File: config.mk
export PLATFORM = sky130hd
export DESIGN_NAME = minmax_window_tracker
export DESIGN_NICKNAME = d
export VERILOG_FILES = /design/src/rtl/mmw_pkg.sv /design/src/rtl/cmp_rel_core.sv /design/src/rtl/minmax_window_tracker.sv
export SDC_FILE = /design/constraint.sdc
export NUM_CORES = 1
export LEC_CHECK = 0
export ABC_AREA = 1
export CAP_MARGIN = 15
export CELL_PAD_IN_SITES_DETAIL_PLACEMENT = 2
export CELL_PAD_IN_SITES_GLOBAL_PLACEMENT = 2
export CORE_UTILIZATION = 30
export DETAILED_ROUTE_END_ITERATION = 10
export GPL_TIMING_DRIVEN = 0
export PLACE_DENSITY = 0.85
export SYNTH_ARGS = -nofsm -noshare
export SYNTH_HDL_FRONTEND = slang
export SYNTH_SLANG_ARGS = --single-unit
File: constraint.sdc
create_clock -name clk -period 1.95 [get_ports clk]
set_input_delay 0.195 -clock clk [delete_from_list [all_inputs] [get_ports clk]]
set_output_delay 0.195 -clock clk [all_outputs]
set_load 0.01 [all_outputs]
File: src/rtl/mmw_pkg.sv
`default_nettype none
// mmw_pkg: FSM state encoding and one-hot relation codes for the min/max window tracker.
// Revision 1.0
package mmw_pkg;

  typedef enum logic [1:0] {
    IDLE = 2'd0,
    ACC  = 2'd1,
    DONE = 2'd2
  } state_t;

  localparam logic [2:0] REL_LT = 3'b100;
  localparam logic [2:0] REL_EQ = 3'b010;
  localparam logic [2:0] REL_GT = 3'b001;

endpackage
`default_nettype wire

File: src/rtl/cmp_rel_core.sv
`default_nettype none
// cmp_rel_core: combinational one-hot relation of a versus b, signed or unsigned order.
// Revision 1.0
import mmw_pkg::*;

module cmp_rel_core #(
  parameter int WIDTH = 3
) (
  input  logic             signed_mode,
  input  logic [WIDTH-1:0] a,
  input  logic [WIDTH-1:0] b,
  output logic [2:0]       rel
);

  logic [WIDTH-1:0] sign_flip;
  logic [WIDTH-1:0] a_key;
  logic [WIDTH-1:0] b_key;

  // Flipping the MSB maps two's-complement order onto plain unsigned order.
  assign sign_flip = WIDTH'(signed_mode) << (WIDTH - 1);
  assign a_key     = a ^ sign_flip;
  assign b_key     = b ^ sign_flip;

  always_comb begin
    rel = REL_EQ;
    if (a_key < b_key) begin
      rel = REL_LT;
    end else if (a_key > b_key) begin
      rel = REL_GT;
    end
  end

endmodule
`default_nettype wire

File: src/rtl/minmax_window_tracker.sv
`default_nettype none
// minmax_window_tracker: running max/min over a window of samples, plus last-vs-first relation.
// Revision 1.0
import mmw_pkg::*;

module minmax_window_tracker #(
  parameter int WIDTH  = 3,
  parameter int WINDOW = 8,
  parameter int CNT_W  = $clog2(WINDOW + 1)
) (
  input  logic             clk,
  input  logic             rst_n,
  input  logic             signed_mode,
  input  logic             clear,
  input  logic             in_valid,
  output logic             in_ready,
  input  logic [WIDTH-1:0] in_data,
  output logic             out_valid,
  input  logic             out_ready,
  output logic [WIDTH-1:0] out_max,
  output logic [WIDTH-1:0] out_min,
  output logic [2:0]       out_rel
);

  localparam logic [CNT_W-1:0] WIN_CNT = CNT_W'(WINDOW);

  state_t           state;
  state_t           state_nxt;
  logic [CNT_W-1:0] cnt;
  logic [CNT_W-1:0] cnt_inc;
  logic [WIDTH-1:0] max_val;
  logic [WIDTH-1:0] min_val;
  logic [WIDTH-1:0] first_val;
  logic             mode_lat;
  logic [2:0]       rel_val;
  logic [2:0]       rel_max;
  logic [2:0]       rel_min;
  logic [2:0]       rel_first;
  logic             accept;
  logic             last_accept;

  assign in_ready    = (state != DONE);
  assign out_valid   = (state == DONE);
  assign accept      = in_valid & in_ready;
  assign cnt_inc     = cnt + CNT_W'(1);
  assign last_accept = accept & (state == ACC) & (cnt_inc == WIN_CNT);

  assign out_max = max_val;
  assign out_min = min_val;
  assign out_rel = rel_val;

  cmp_rel_core #(.WIDTH(WIDTH)) u_cmp_max (
    .signed_mode (mode_lat),
    .a           (in_data),
    .b           (max_val),
    .rel         (rel_max)
  );

  cmp_rel_core #(.WIDTH(WIDTH)) u_cmp_min (
    .signed_mode (mode_lat),
    .a           (in_data),
    .b           (min_val),
    .rel         (rel_min)
  );

  cmp_rel_core #(.WIDTH(WIDTH)) u_cmp_first (
    .signed_mode (mode_lat),
    .a           (in_data),
    .b           (first_val),
    .rel         (rel_first)
  );

  always_ff @(posedge clk or negedge rst_n) begin
    if (!rst_n) begin
      state <= IDLE;
    end else begin
      state <= state_nxt;
    end
  end

  always_comb begin
    state_nxt = state;
    if (clear) begin
      state_nxt = IDLE;
    end else begin
      case (state)
        IDLE:    if (accept) state_nxt = (WINDOW == 1) ? DONE : ACC;
        ACC:     if (last_accept) state_nxt = DONE;
        DONE:    if (out_ready) state_nxt = IDLE;
        default: state_nxt = IDLE;
      endcase
    end
  end

  always_ff @(posedge clk or negedge rst_n) begin
    if (!rst_n) begin
      cnt       <= '0;
      max_val   <= '0;
      min_val   <= '0;
      first_val <= '0;
      mode_lat  <= 1'b0;
      rel_val   <= 3'b000;
    end else if (clear) begin
      cnt       <= '0;
      max_val   <= '0;
      min_val   <= '0;
      first_val <= '0;
      mode_lat  <= 1'b0;
      rel_val   <= 3'b000;
    end else if (accept) begin
      if (state == IDLE) begin
        first_val <= in_data;
        max_val   <= in_data;
        min_val   <= in_data;
        mode_lat  <= signed_mode;
        cnt       <= CNT_W'(1);
        rel_val   <= REL_EQ;
      end else begin
        // Strict comparisons only, so ties keep the earlier sample.
        if (rel_max == REL_GT) max_val <= in_data;
        if (rel_min == REL_LT) min_val <= in_data;
        cnt     <= cnt_inc;
        rel_val <= rel_first;
      end
    end
  end

endmodule
`default_nettype wire
# After elaboration in Yosys (flattened, before gate mapping)
# Cells that the tools add are included.
dict set report word_totals {
  regBits 19
  in_bits 9
  out_inout_bits 11
  wordCells 70
}
dict set report classes {
  addsub 1
  magnitude_cmp 6
  eq_ne 9
  muxes 31
  bitwise 7
  reduce_logical 9
}
# operator n
set ops {}
lappend ops {{$mux 3} 17}
lappend ops {{$mux 2} 7}
lappend ops {{$mux 4} 3}
lappend ops {{$xor 3x3->3} 4}
lappend ops {{$gt 3x3->1} 3}
lappend ops {{$lt 3x3->1} 3}
lappend ops {{$ne 3x3->1 const B} 2}
lappend ops {{$pmux 2 s3} 1}
lappend ops {{$reduce_and 2->1} 3}
lappend ops {{$reduce_bool 3->1} 2}
lappend ops {{$add 4x1->4 const B} 1}
lappend ops {{$eq 4x4->1 const B} 1}
lappend ops {{$reduce_bool 2->1} 2}
lappend ops {{$and 1x1->1} 3}
lappend ops {{$eq 3x1->1 const B} 1}
lappend ops {{$eq 3x3->1 const B} 1}
lappend ops {{$mux 1} 3}
lappend ops {{$ne 3x2->1 const B} 1}
lappend ops {{$reduce_and 3->1} 1}
lappend ops {{$eq 2x1->1 const B} 1}
lappend ops {{$eq 2x2->1 const B} 1}
lappend ops {{$logic_not 2->1} 1}
lappend ops {{$ne 2x2->1 const B} 1}

# Logic depth before layout (Yosys ltp)
dict set report depth {
  word_depth 9
  mapped_depth 9
  depth_no_buf 9
}

# Modules after synthesis
# A second synthesis with hierarchy kept.
dict set report hier_totals {
  cells_unflattened 163
  hier_area_um2 1285.0
}
# module instances cells_each area_per_inst_um2 seq_area_each_um2
set modules_own_cells {}
lappend modules_own_cells {minmax_window_tracker 1 112 965.9 475.5}
lappend modules_own_cells {cmp_rel_core 3 17 106.4 0.0}

# Least setup slack after synthesis
# Ideal clock, no wire load.
dict set report synth_path {
  path_kind {reg2reg}
  from {register mode_lat}
  to {register max_val[0], in the netlist out_max[0]}
  arrival_time_ns 1.544
  setup_slack_ns 0.289
  path_stages_with_launch 10
  path_buffers 1
  synth_period_minus_slack_ns 1.661
  path_cell_list {dfrtp_1 > clkbuf_1 > xor2_1 > ha_1 > a21oi_1 > nand2_1 > nand2_1 > nand2_1 > nand3_1 > nand2_1}
}
dict set report synth_via {
  elab_chain_cells 7
}
# element line
set synth_lines {}
lappend synth_lines {{start: declaration} minmax_window_tracker.sv:34} ;# logic mode_lat;
lappend synth_lines {{start signal: assignment} minmax_window_tracker.sv:115} ;# mode_lat <= signed_mode;
lappend synth_lines {{$xor 3x3->3 (on tied branches)} {cmp_rel_core.sv:21, cmp_rel_core.sv:22}}
lappend synth_lines {{$gt 3x3->1} cmp_rel_core.sv:28} ;# end else if (a_key > b_key) begin
lappend synth_lines {{$mux 2} cmp_rel_core.sv:28}
lappend synth_lines {{$mux 3 (*)} cmp_rel_core.sv:26} ;# if (a_key < b_key) begin
lappend synth_lines {{$eq 3x1->1 (*)} minmax_window_tracker.sv:120} ;# if (rel_max == REL_GT) max_val <= in_data;
lappend synth_lines {{$reduce_bool 3->1 (no source line) (*)} n/a}
lappend synth_lines {{$reduce_and 2->1 (no source line) (*)} n/a}
lappend synth_lines {{end signal: assignment} minmax_window_tracker.sv:113} ;# max_val <= in_data;
lappend synth_lines {{end signal: assignment} minmax_window_tracker.sv:120}
lappend synth_lines {{end: declaration} minmax_window_tracker.sv:31} ;# logic [WIDTH-1:0] max_val;
# Mark *: on every way between the ends. The rest lies on a longest branch, timed or not.
# A chain may end at the register's enable or synchronous reset.

# Worst setup path in the final report
dict set report layout_path {
  from {register mode_lat}
  to {register max_val[1], in the netlist out_max[1]}
}
# Same word-level chain as after synthesis.

==> flow_summary.json <==
{
  "outcome": "complete, no violations",
  "hold_ws_ns": 0.3233,
  "setup_viol": 0,
  "critPathLaunchType": "flop",
  "dp_hpwl_um": 2572,
  "required_ns": 2.11,
  "netlist_instances": 146,
  "hold_violations": 0,
  "intPower_w": 0.0006844,
  "slowest_stage": "dfrtp_2",
  "critPathBufInv": 0,
  "fin_crit_sh": 0.9058,
  "route.detailed.drc": 0,
  "clk_latency_ns": 0.26,
  "fin_worst_skew_ns": 0.003209,
  "grt_max_degree": 20,
  "worstPathMaxFanout": 5,
  "dr.pass1.iters": 4,
  "power_density_nw_per_um2": 686.3,
  "dieHeight_um": 64.75,
  "power_switching_w": 0.0003255,
  "dieArea_um2": 4192,
  "worstSetupEndpointType": "flop",
  "fillers": 459,
  "dpl.cell_count": 212,
  "syn_avg_cell_area_um2": 8.090,
  "cts_tree": "done",
  "max_freq_mhz": 566.2,
  "route.vias.total": 1065,
  "grt_pass1_vias": 1153,
  "routedWlPerCell_um": 15.27,
  "comb_power_share": 0.273,
  "min_period_ns": 1.766,
  "cts_buffers": 3,
  "ys_seq_elements": 19,
  "vdd_drop_max_uv": 209.3,
  "first_iter_violations": 30,
  "maxCapViolCount": 0,
  "cts_root_buf": "clkbuf_8",
  "swShare": 0.3223,
  "antenna_found_initial": 0,
  "maxSlewViolCount": 0,
  "syn-cell-area_um2": 1181,
  "clkSinkCount": 19,
  "areaGrowthSynthToFinish_pct": 24.58,
  "rows": 22,
  "layout.cells.non_filler": 215,
  "worst_pin_slew_ns": 0.9097,
  "mostFrequentLayoutCell": "nand2_1",
  "cp_common_cell": "nand2_1",
  "core_area_um2": 3716,
  "slowest_delay_ns": 0.48,
  "initial_core_util": 0.3178,
  "ys_warn_count": 0,
  "antenna_cells": 0,
  "relSlewSlack": 0.3916,
  "pwr-share-clk": 0.282,
  "setup_ws_ns": 0.1838,
  "critPathTopFamily": "flip-flops",
  "holdCritPathClass": "in2reg",
  "ctsHtreeMaxLevel": 1,
  "portBuffers": 18,
  "gp_congestion": 0.7831,
  "dp_worst_setup_slack_ns": -0.1739,
  "pin_count": 20,
  "drive_gt1_frac": 0.1018,
  "synth_nets": 165,
  "grt_pass1_wl_um": 5651,
  "detail-route-antenna-nets": 0,
  "layout.nets": 187,
  "path_class": "reg2reg",
  "grt_util_all_layers": 0.1796,
  "overflow": 0,
  "via_per_inst": 4.953,
  "yosysSeqAreaShare": 0.4025,
  "path_clk_slew_ns": 0.07,
  "final_cell_mix": "39 x nand2_1, 21 x nand3_1, 18 x dfrtp_1, 18 x clkdlybuf4s50_1, 17 x inv_1",
  "rsz0062_at_grt": "false",
  "chipWidth_um": 64.75,
  "cts_max_path_buffers": 2,
  "drt-total-wl_um": 3284,
  "cp_cell_sequence": "xor2_2 -> ha_1 -> a21oi_1 -> nand2_1 -> nand2_1 -> nand2_1 -> nand3_1 -> nand2_1",
  "ys_types": 21,
  "arrival_ns": 1.93,
  "p_leak_nw": 0.7326,
  "post-cts-setup-buffers": 0,
  "seq_power_share": 0.444
}
==> cells in the mapped netlist <==
| library cell | count | area [um^2] |
|---|---|---|
| nor2_4 | 2 | 22.52 |
| xor2_1 | 1 | 8.760 |
| buf_4 | 1 | 7.510 |
| a21oi_1 | 5 | 25.02 |
| nand2_2 | 1 | 6.260 |
| dfrtp_1 | 19 | 475.5 |
| o22ai_1 | 1 | 6.260 |
| a21oi_4 | 1 | 16.27 |
| xnor2_1 | 3 | 26.28 |
| nand3_1 | 21 | 105.1 |
| nand4_1 | 2 | 12.51 |
| nor2_1 | 6 | 22.52 |
| ha_1 | 10 | 125.1 |
| nand2_1 | 39 | 146.4 |
| inv_1 | 17 | 63.81 |
| o21ai_0 | 8 | 40.04 |
| nor3_1 | 1 | 5.000 |
| nand3_4 | 1 | 17.52 |
| clkbuf_1 | 1 | 3.750 |
| nand2_4 | 3 | 33.78 |
| inv_2 | 3 | 11.26 |
==> worst min-delay path: stages <==
cell and delay, ns:
buf_4 0.17, a21oi_4 0.07, nand2_1 0.06, nand2_1 0.05
==> power by group through the flow <==
| stage | sequential (W) | clock [W] | combinational [W] |
|---|---|---|---|
| 3_5_place_dp | 0.000453 | 0 | 0.000280 |
| 3_3_place_gp | 0.000449 | 0 | 0.000262 |
| 2_1_floorplan | 0.000456 | 0 | 0.000162 |
| 6_report | 0.000449 | 0.000285 | 0.000276 |
| 5_1_grt | 0.000453 | 0.000303 | 0.000313 |
| 4_1_cts | 0.000449 | 0.000292 | 0.000281 |
==> state kept, by name, summed over array words and instances, names as in the netlist <==
register and cells:
cnt 4, first_val 3, mode_lat 1, out_max 3, out_min 3, out_rel 3
state 2
==> final timing paths <==
kind                       cells past startpoint  slack, ns           end         start
setup reg to reg                               8       0.18    out_max[1]      mode_lat
setup / recovery                               8       0.18    out_max[1]      mode_lat
hold reg to reg                                2       0.50  first_val[0]  first_val[0]
hold / removal                                 4       0.32  first_val[2]         clear
min in group asynchronous                      1       0.44    out_min[1]         rst_n
max in group asynchronous                      1       0.90      mode_lat         rst_n
==> layer usage <==
layer	track usage	vias up	part of all wire
li1	-	512	-
met1	0.2142	532	0.45
met2	0.3294	16	0.52
met3	0.02113	5	0.021
met4	0.05833	0	0.014
met5	0	-	0
==> cells by family (layout without fill, tap and decap cells) <==
group,Yosys count,count (layout),share of synthesized area
AO/OA/AOI/OAI,15,15,0.07416
XOR/XNOR,4,4,0.02967
adder cells (fa/ha/maj),10,10,0.1059
buffers and inverters,22,43,0.07309
flip-flops,19,19,0.4025
AND/OR/NAND/NOR,76,76,0.3146
==> repair_timing <==
item	CTS	global route
gates resized for setup	1	2
setup endpoints to repair	9	2
gates cloned	0	0
hold buffers	0	0
endpoints found under the hold margin	0	0
==> cell type report <==
class                      count  area, um^2  area share
buffer                         1       7.507    0.005102
sequential                    19       476.7      0.3240
tap                           48       60.06     0.04082
timing repair buffer          18       180.2      0.1224
multi-input combinational    105       626.9      0.4260
inverter                      20       75.07     0.05102
clock buffer                   4       45.04     0.03061
==> per-stage QoR <==
stage	power [W]	cell area [um^2]	TNS, ns	utilization
floorplan	0.0006173	1181	0	-
global placement	0.0007117	1421	-0.7904	0.3825
detailed placement	0.0007329	1421	-1.149	0.3825
CTS	0.001022	1470	0	0.3956
global route	0.001069	1471	0	0.3960
finish	0.001010	1471	0	0.3960
No activity file was read; power rests on OpenSTA's default activity.
